==> config.mk <==
export PLATFORM = sky130hd
export DESIGN_NAME = vga_fetch_sched
export DESIGN_NICKNAME = d
export VERILOG_FILES = /design/src/rtl/vga_fetch_sched.sv
export SDC_FILE = /design/constraint.sdc
export NUM_CORES = 1
export LEC_CHECK = 0
export BUFFER_PORTS_ARGS = -buffer_cell sky130_fd_sc_hd__buf_2
export CAP_MARGIN = 20
export CORE_MARGIN = 2
export CORE_UTILIZATION = 45
export DETAILED_ROUTE_END_ITERATION = 10
export PLACE_DENSITY = 0.8
export SLEW_MARGIN = 5
export SYNTH_ARGS = -nofsm -noshare
export SYNTH_HDL_FRONTEND = slang
export SYNTH_SLANG_ARGS = --single-unit
==> constraint.sdc <==
create_clock -name pixel_clk -period 3.29 [get_ports pixel_clk]
set_input_delay 0.658 -clock pixel_clk [delete_from_list [all_inputs] [get_ports pixel_clk]]
set_output_delay 0.658 -clock pixel_clk [all_outputs]
set_load 0.01 [all_outputs]
==> src/rtl/vga_fetch_sched.sv <==
// vga_fetch_sched: burst-read scheduler that keeps the display pixel FIFO
// fed from the framebuffer. A frame_start pulse flushes the FIFO and
// realigns the read pointer to FB_BASE. While the FIFO has room for a full
// burst, a fixed-length read is requested. Returned beats are forwarded to
// the FIFO write port.
//
// Ports:
//   pixel_clk, pixel_rst_n    clock, synchronous active-low reset
//   enable                    allow new bursts to be issued
//   frame_start               one-cycle pulse at start of frame
//   fifo_level                current pixel FIFO occupancy
//   fifo_wr, fifo_wdata       FIFO write strobe and data (registered)
//   fifo_flush                one-cycle FIFO clear
//   mem_cmd_valid/ready       burst read request handshake
//   mem_addr, mem_burst       burst start byte address and length
//   mem_rvalid, mem_rdata     read data beats
//   busy                      a burst is outstanding (CMD or DATA)
//   frame_done                pulse after the last word of a frame
module vga_fetch_sched #(
   parameter int unsigned HDISP      = 800,
   parameter int unsigned VDISP      = 480,
   parameter int unsigned BURST      = 16,
   parameter int unsigned FIFO_DEPTH = 256,
   parameter int unsigned ADDR_W     = 32,
   parameter logic [ADDR_W-1:0] FB_BASE = '0
) (
   input  logic                            pixel_clk,
   input  logic                            pixel_rst_n,
   input  logic                            enable,
   input  logic                            frame_start,
   input  logic [$clog2(FIFO_DEPTH):0]     fifo_level,
   output logic                            fifo_wr,
   output logic [31:0]                     fifo_wdata,
   output logic                            fifo_flush,
   output logic                            mem_cmd_valid,
   input  logic                            mem_cmd_ready,
   output logic [ADDR_W-1:0]               mem_addr,
   output logic [$clog2(BURST):0]          mem_burst,
   input  logic                            mem_rvalid,
   input  logic [31:0]                     mem_rdata,
   output logic                            busy,
   output logic                            frame_done
);

   localparam int unsigned LVL_W  = $clog2(FIFO_DEPTH) + 1;
   localparam int unsigned BEAT_W = $clog2(BURST) + 1;
   localparam int unsigned TOTAL  = HDISP * VDISP;
   localparam int unsigned WORD_W = $clog2(TOTAL + 1);

   // Room for a full burst: FIFO_DEPTH - fifo_level >= BURST.
   localparam logic [LVL_W-1:0]  LVL_MAX   = LVL_W'(FIFO_DEPTH - BURST);
   localparam logic [WORD_W-1:0] LAST_WORD = WORD_W'(TOTAL - BURST);
   localparam logic [ADDR_W-1:0] ADDR_STEP = ADDR_W'(4 * BURST);

   typedef enum logic [2:0] {StIdle, StFlush, StWaitSpace, StCmd, StData} state_t;

   state_t              state, state_next;
   logic [WORD_W-1:0]   word_cnt;
   logic [BEAT_W-1:0]   beat_cnt;
   logic                discard;
   logic                last_beat;
   logic                drop;

   assign mem_burst = BEAT_W'(BURST);
   assign last_beat = (state == StData) && mem_rvalid && (beat_cnt == BEAT_W'(1));
   // A frame_start arriving with a beat drops that beat as well.
   assign drop      = discard || frame_start;

   always_comb begin
      state_next = state;
      unique case (state)
         StIdle: begin
            if (frame_start) state_next = StFlush;
         end
         StFlush: begin
            state_next = frame_start ? StFlush : StWaitSpace;
         end
         StWaitSpace: begin
            // Hold off while the last beat's write is still in flight so
            // fifo_level already accounts for it.
            if (frame_start) begin
               state_next = StFlush;
            end else if (enable && !fifo_wr && (fifo_level <= LVL_MAX)) begin
               state_next = StCmd;
            end
         end
         StCmd: begin
            if (mem_cmd_ready) state_next = StData;
         end
         StData: begin
            if (last_beat) begin
               if (drop) begin
                  state_next = StFlush;
               end else if (word_cnt == LAST_WORD) begin
                  state_next = StIdle;
               end else begin
                  state_next = StWaitSpace;
               end
            end
         end
         default: state_next = StIdle;
      endcase
   end

   always_ff @(posedge pixel_clk) begin
      if (!pixel_rst_n) begin
         state         <= StIdle;
         mem_cmd_valid <= 1'b0;
         mem_addr      <= FB_BASE;
         fifo_wr       <= 1'b0;
         fifo_wdata    <= '0;
         fifo_flush    <= 1'b0;
         busy          <= 1'b0;
         frame_done    <= 1'b0;
         word_cnt      <= '0;
         beat_cnt      <= '0;
         discard       <= 1'b0;
      end else begin
         state         <= state_next;
         // Outputs decoded from the next state so they line up with it.
         mem_cmd_valid <= (state_next == StCmd);
         busy          <= (state_next == StCmd) || (state_next == StData);
         fifo_flush    <= (state_next == StFlush);
         fifo_wr       <= 1'b0;
         frame_done    <= 1'b0;

         if ((state == StCmd) && mem_cmd_ready) begin
            beat_cnt <= BEAT_W'(BURST);
         end

         if (((state == StCmd) || (state == StData)) && frame_start) begin
            discard <= 1'b1;
         end

         if ((state == StData) && mem_rvalid) begin
            fifo_wdata <= mem_rdata;
            fifo_wr    <= !drop;
            beat_cnt   <= beat_cnt - BEAT_W'(1);
         end

         if (last_beat) begin
            mem_addr <= mem_addr + ADDR_STEP;
            word_cnt <= word_cnt + WORD_W'(BURST);
            if (!drop && (word_cnt == LAST_WORD)) frame_done <= 1'b1;
         end

         // Entering FLUSH realigns to the frame start; overrides the above.
         if (state_next == StFlush) begin
            mem_addr <= FB_BASE;
            word_cnt <= '0;
            discard  <= 1'b0;
         end
      end
   end

endmodule

==> results of run 1 <==
logic make-up after synthesis:
logic type | synth area share [%]
AO/OA/AOI/OAI | 9.63
XOR/XNOR | 8.85
adder cells (fa/ha/maj) | 1.30
buffers and inverters | 5.35
flip-flops | 45.1
multiplexers | 0.259
other | 0.195
AND/OR/NAND/NOR | 29.3
final timing paths:
check                 start        endpoint  slack [ns]  depth (start not counted)
max             beat_cnt[0]    mem_addr[31]        0.71                          6
min          fifo_wdata[19]  fifo_wdata[19]        0.47                          2
max reg2reg     beat_cnt[0]    mem_addr[31]        0.71                          6
min reg2reg  fifo_wdata[19]  fifo_wdata[19]        0.47                          2
per-layer routing:
| metal | wire, um | up-vias | share of wire [%] | track usage, % |
|---|---|---|---|---|
| li1 | - | 1671 | - | - |
| met1 | 3790 | 1512 | 45 | 22.6 |
| met2 | 3920 | 117 | 46 | 30.8 |
| met3 | 640 | 11 | 7.6 | 5.27 |
| met4 | 117 | 0 | 1.4 | 7.04 |
| met5 | 0 | - | 0 | 0 |
worst reg2reg max path, cell delays in order, from the launching register on:
cell and delay, ns:
dfxtp_1 0.40, ha_1 0.19, or4b_1 0.67, nor3_4 0.56, nand3_1 0.17, or3_1 0.38, a21oi_1 0.14
per-stage QoR:
| step | cells | utilization, % | worst slack [ns] |
|---|---|---|---|
| 3_5_place_dp | 635 | 53.4 | 0.737 |
| 4_1_cts | 651 | 55.5 | 0.715 |
| 2_1_floorplan | 453 | - | 1.37 |
| 6_report | 651 | 55.5 | 0.715 |
| 3_3_place_gp | 635 | 53.4 | 0.859 |
| 5_1_grt | 651 | 55.5 | 0.510 |
power by group:
part / switching [W] / leakage (nW) / internal (W)
Sequential: 0.00000499 / 0.701 / 0.00106
Combinational: 0.0000466 / 1.14 / 0.0000380
Clock: 0.000398 / 0.0838 / 0.000282
layout make-up:
cell class	instances	area [um^2]	area share, %
clock inverter	7	56.3	1.23
multi-input combinational	328	1950	42.5
clock buffer	9	124	2.70
tap	105	131	2.86
timing repair buffer	113	576	12.5
inverter	2	7.51	0.164
sequential	87	1740	38.0
registers in the layout, summed over array words and instances (netlist names), 3 cells and up:
name / cells
word_cnt: 15
fifo_wdata: 32
state: 3
mem_addr: 26
beat_cnt: 5
cell usage in the layout (no fill, tap or decap), types with 11 or more instances in the layout:
cell	instances
a21boi_0	32
buf_2	109
conb_1	11
dfxtp_1	87
nand2_1	86
nand3_1	15
nand4_1	18
nor2_1	50
xnor2_1	11
xor2_1	28
==> results.toml, run 1 <==
[setup_path]
cpPeakStageDelay_ns = 0.67
worstSetupPathType = "reg2reg"
cp_max_fo = 12
startpoint_type = "flip-flop"
worstPathRequired_ns = 3.57
critPathBufInv = 0
crit_path_cell_trace = "ha_1 -> or4b_1 -> nor3_4 -> nand3_1 -> or3_1 -> a21oi_1"
crit_arrival_ns = 2.86
crit_family = "simple AND/OR/NAND/NOR gates"
setup.worst_path.end_class = "flip-flop"
worst_path_max_delay_cell = "or4b_1"

[clock_tree]
root_buffer = "clkbuf_8"
ctsHoldBuffers = 0
numCtsBuffers = 9
cts_tree = "yes"
worstSkewPairLatency_ns = 0.36
clk_path_buf_depth = 2
path_clk_slew_ns = 0.09
htreeDepth = 3
post_cts_buffers = 0
ctsResizeCount = 0
clock_sinks = 87

[timing]
fmax_mhz = 388
slew_violations = 0
setup-violations-final = 0
timing.final.crit_period_ns = 2.58
relSlewSlack_pct = 53.0
tightest_slew_ns = 0.696
setup_tns_ns = 0
finClkSkew_ns = 0.0135
holdWs_ns = 0.468
finalHoldViolations = 0
fin_crit_sh_pct = 78.3
rsz0062_at_grt = "false"

[synthesis]
synth_top_area_share_pct = 45.1
synth.most_common_cell = "dfxtp_1"
syn-mean-instance-area_um2 = 8.69
ys_ff_latch = 87
synth-edff-count = 0
ys.flop_type = "dfxtp_1"
synth_top_area_cell = "dfxtp_1"
synthArstFlopShare_pct = 0
synth_cell_types = 47
synth_area_um2 = 3860
yosysSeqAreaShare_pct = 45.1
yosys_warnings = 0
synth_common_cells = "87 x dfxtp_1, 86 x nand2_1, 50 x nor2_1, 32 x a21boi_0, 28 x xor2_1"
synth_cells = 444
synth.top_cells.by_area = "dfxtp_1 45%, nand2_1 8.4%, xor2_1 6.4%, a21boi_0 6.2%, nor2_1 4.9%"

[power_and_ir_drop]
p_per_area_nw_per_um2 = 398
leakagePower_nw = 1.93
power.total_w = 0.00183
ir_worst_vdd_uv = 181

[die]
dieWidth_um = 96.6
io_pins = 121
die-area_um2 = 9330
rows = 33
fp.dieH_um = 96.6
start_util_pct = 46.7
core_area_um2 = 8260

[route]
wl_per_cell_um = 13.0
vias = 3311
drc = 0
detail-route-antenna-nets = 0
drtPass1Iterations = 5
drt_iter0_drc = 86
wl_um = 8460
viasPerCell = 5.09

[cells_and_area]
design_area_um2 = 4590
drive_gt1_share_pct = 26.0
syn2layout_area_growth_pct = 18.8
finalNetCount = 592
diodes = 0
fillers = 754

[global_routing]
grt_pass1_vias = 3173
antenna_found_initial = 0
grt_util_all_layers_pct = 18.4
grt_pass1_wl_um = 14400
gr-total-overflow = 0
grt_max_degree = 44

[placement]
routabilityCongestion = 0.779
dp_hpwl_um = 6130
portBuffers = 109
placed_cell_area_um2 = 4410

[run]
maxCapViolCount = 0

[min_path]
min_path_type = "reg2reg"

[run_status]
outcome = "completed"
(Power assumes the default switching activity.)
==> inputs of run 2 (changes only) <==
- ABC_AREA: default -> 1
- PLACE_DENSITY: 0.8 -> 0.81
- clock period: 3.29 -> 2.15 ns (I/O delays scaled with it)
==> run 2 against run 1 <==
Core utilization is 0.81 points lower. Design area is 9.2% higher. Sequential power is 53% higher. Total power is 54% higher. Die area is 8.9% higher. Sequential cell count stayed put. Hold slack worse by 0.17 ns. Clock-buffer cell count is 1 higher. First-iteration DRC count is 33% higher. Critical path depth is 7 higher. Setup slack worse by 0.50 ns. Largest cell class unchanged. Largest power group unchanged.
==> results.toml, run 2 <==
[synthesis]
syn-mean-instance-area_um2 = 6.71
ys_ff_latch = 87
synth_common_cells = "187 x nand2_1, 119 x nor2_1, 87 x dfxtp_1, 57 x inv_1, 56 x a21oi_1"
synth_top_area_share_pct = 41.3
synth_top_area_cell = "dfxtp_1"
synth-edff-count = 0
yosysSeqAreaShare_pct = 41.3
yosys_warnings = 0
ys.flop_type = "dfxtp_1"
synth.most_common_cell = "nand2_1"
synth_cell_types = 31
synth_area_um2 = 4220
synth.top_cells.by_area = "dfxtp_1 41%, nand2_1 17%, nor2_1 11%, a21oi_1 6.6%, inv_1 5.1%"
synthArstFlopShare_pct = 0
synth_cells = 629

[die]
core_area_um2 = 9150
die-area_um2 = 10200
start_util_pct = 46.1
rows = 35
io_pins = 121
dieWidth_um = 101
fp.dieH_um = 101

[route]
viasPerCell = 4.71
drtPass1Iterations = 4
vias = 4016
detail-route-antenna-nets = 0
drc = 0
wl_per_cell_um = 10.8
drt_iter0_drc = 114
wl_um = 9190

[cells_and_area]
finalNetCount = 787
layout_commonest_cell = "nand2_1"
syn2layout_area_growth_pct = 18.7
diodes = 0
largest_register_ff_count = 32
drive_gt1_share_pct = 18.9
final_cell_mix = "187 x nand2_1, 119 x nor2_1, 109 x buf_2"
reg_top3 = "fifo_wdata: 32 flops, mem_addr: 26 flops, word_cnt: 15 flops"
fillers = 911
regMostFlops = "fifo_wdata"

[setup_path]
worstPathRequired_ns = 2.45
r2r_slack_ns = 0.21
cp_max_fo = 14
crit_arrival_ns = 2.24
cpPeakStageDelay_ns = 0.31
reg2reg_depth = 13
worstReg2RegStart = "beat_cnt[1]"
reg2reg_to = "mem_addr[23]"
startpoint_type = "flip-flop"
worstSetupPathType = "reg2reg"
worst_path_max_delay_cell = "dfxtp_1"
setup.worst_path.end_class = "flip-flop"
crit_path_cell_trace = "inv_1 -> ha_1 -> inv_1 -> nor2_1 -> nand2_1 -> nor2_4 -> inv_1 -> nor2_1 -> nand2_1 -> nand3_2 -> nand2_4 -> buf_4 -> nor2_1"

[placement]
dp_slack_ns = 0.181
dp_hpwl_um = 6790
routabilityCongestion = 0.897
portBuffers = 109

[min_path]
min_path_type = "in2reg"
whs_endpoint = "fifo_wdata[22]"
hp-start = "mem_rdata[22]"
worstHoldPathCells = 3

[clock_tree]
ctsHoldBuffers = 0
cts_tree = "yes"
htreeDepth = 3
path_clk_slew_ns = 0.10
post_cts_buffers = 0
clk_path_buf_depth = 2
worstSkewPairLatency_ns = 0.36
numCtsBuffers = 9
root_buffer = "clkbuf_8"
ctsResizeCount = 0
clock_sinks = 87

[timing]
fin_crit_sh_pct = 90.2
holdWs_ns = 0.301
tightest_slew_ns = 0.653
rsz0062_at_grt = "false"
finalHoldViolations = 0
relSlewSlack_pct = 56.2
setup_tns_ns = 0
fin_ws_ns = 0.210
fmax_mhz = 516
finClkSkew_ns = 0.0134
timing.final.crit_period_ns = 1.94
setup-violations-final = 0
slew_violations = 0

[power_and_ir_drop]
switching_share_pct = 25.0
pwr-share-seq_pct = 57.5
pwr-share-comb_pct = 4.8
ir_worst_vdd_uv = 353
p_sw_w = 0.000705
internal_power_w = 0.00211
p_clk_share_pct = 37.6
p_per_area_nw_per_um2 = 563
leakagePower_nw = 2.14

[global_routing]
gr-total-overflow = 0
grt_pass1_wl_um = 15900
grt_util_all_layers_pct = 19.1
grt_pass1_vias = 3782
antenna_found_initial = 0
grt_max_degree = 54

[run_status]
outcome = "completed"

[run]
maxCapViolCount = 0
==> run 2: through the flow <==
stage | instances | instance area [um^2] | util (%) | total power (W)
finish | 852 | 5010 | 54.7 | 0.00282
global route | 852 | 5010 | 54.7 | 0.00294
CTS | 852 | 5010 | 54.7 | 0.00285
detailed placement | 836 | 4830 | 52.8 | 0.00180
global placement | 836 | 4830 | 52.8 | 0.00180
floorplan | 638 | 4250 | - | 0.00175
==> run 2: kinds of logic (layout without fill, tap and decap cells) <==
kind of cell | Yosys count | after routing | share of synthesized area, %
buffers and inverters | 90 | 193 | 10.2
DFF | 87 | 87 | 41.3
muxes | 2 | 2 | 0.475
AOI/OAI and AO/OA | 69 | 69 | 8.51
xor gates and xnor gates | 24 | 24 | 4.98
other | 2 | 11 | 0.178
and+or+nand+nor | 351 | 351 | 33.2
adders and majority gates | 4 | 4 | 1.19
==> run 2: worst max path at each step <==
stage | endpoint | depth (start not counted) | slack, ns | start
2_1_floorplan | mem_addr[24] | 13 | 0.62 | beat_cnt[1]
3_3_place_gp | fifo_wdata[6] | 6 | 0.23 | mem_rvalid
3_5_place_dp | fifo_wdata[6] | 6 | 0.18 | mem_rvalid
4_1_cts | mem_addr[23] | 13 | 0.21 | beat_cnt[1]
5_1_grt | fifo_wdata[11] | 6 | 0.02 | state[1]
6_report | mem_addr[23] | 13 | 0.21 | beat_cnt[1]
==> run 2: area by class of cell <==
cell class                 count  area, um^2  area share [%]
clock buffer                  10         128            2.55
sequential                    87        1740            34.8
multi-input combinational    461        2090            41.7
timing repair buffer         119         646            12.9
inverter                      58         218            4.35
clock inverter                 6        51.3            1.02
tap                          111         139            2.77
==> run 2: power by group through the flow <==
stage / combinational, W / clock, W / sequential (W)
2_1_floorplan: 0.0000919 / 0 / 0.00166
3_3_place_gp: 0.000137 / 0 / 0.00166
3_5_place_dp: 0.000137 / 0 / 0.00166
4_1_cts: 0.000137 / 0.00109 / 0.00162
5_1_grt: 0.000155 / 0.00116 / 0.00162
6_report: 0.000137 / 0.00106 / 0.00162
==> run 2: critical path: cells and delay by family, from the launching register on <==
kind	cells	cell delay, ns
and+or+nand+nor	8	0.92
adders and majority gates	1	0.16
buffers and inverters	4	0.47
DFF	1	0.31
==> run 2: metal layers <==
layer	global-route usage, %	share of wire (%)	up-vias
met2	32.5	47	112
met3	7.14	8.1	6
met1	22.5	45	1756
li1	-	-	2142
met5	0	0	-
met4	5.69	0.70	0
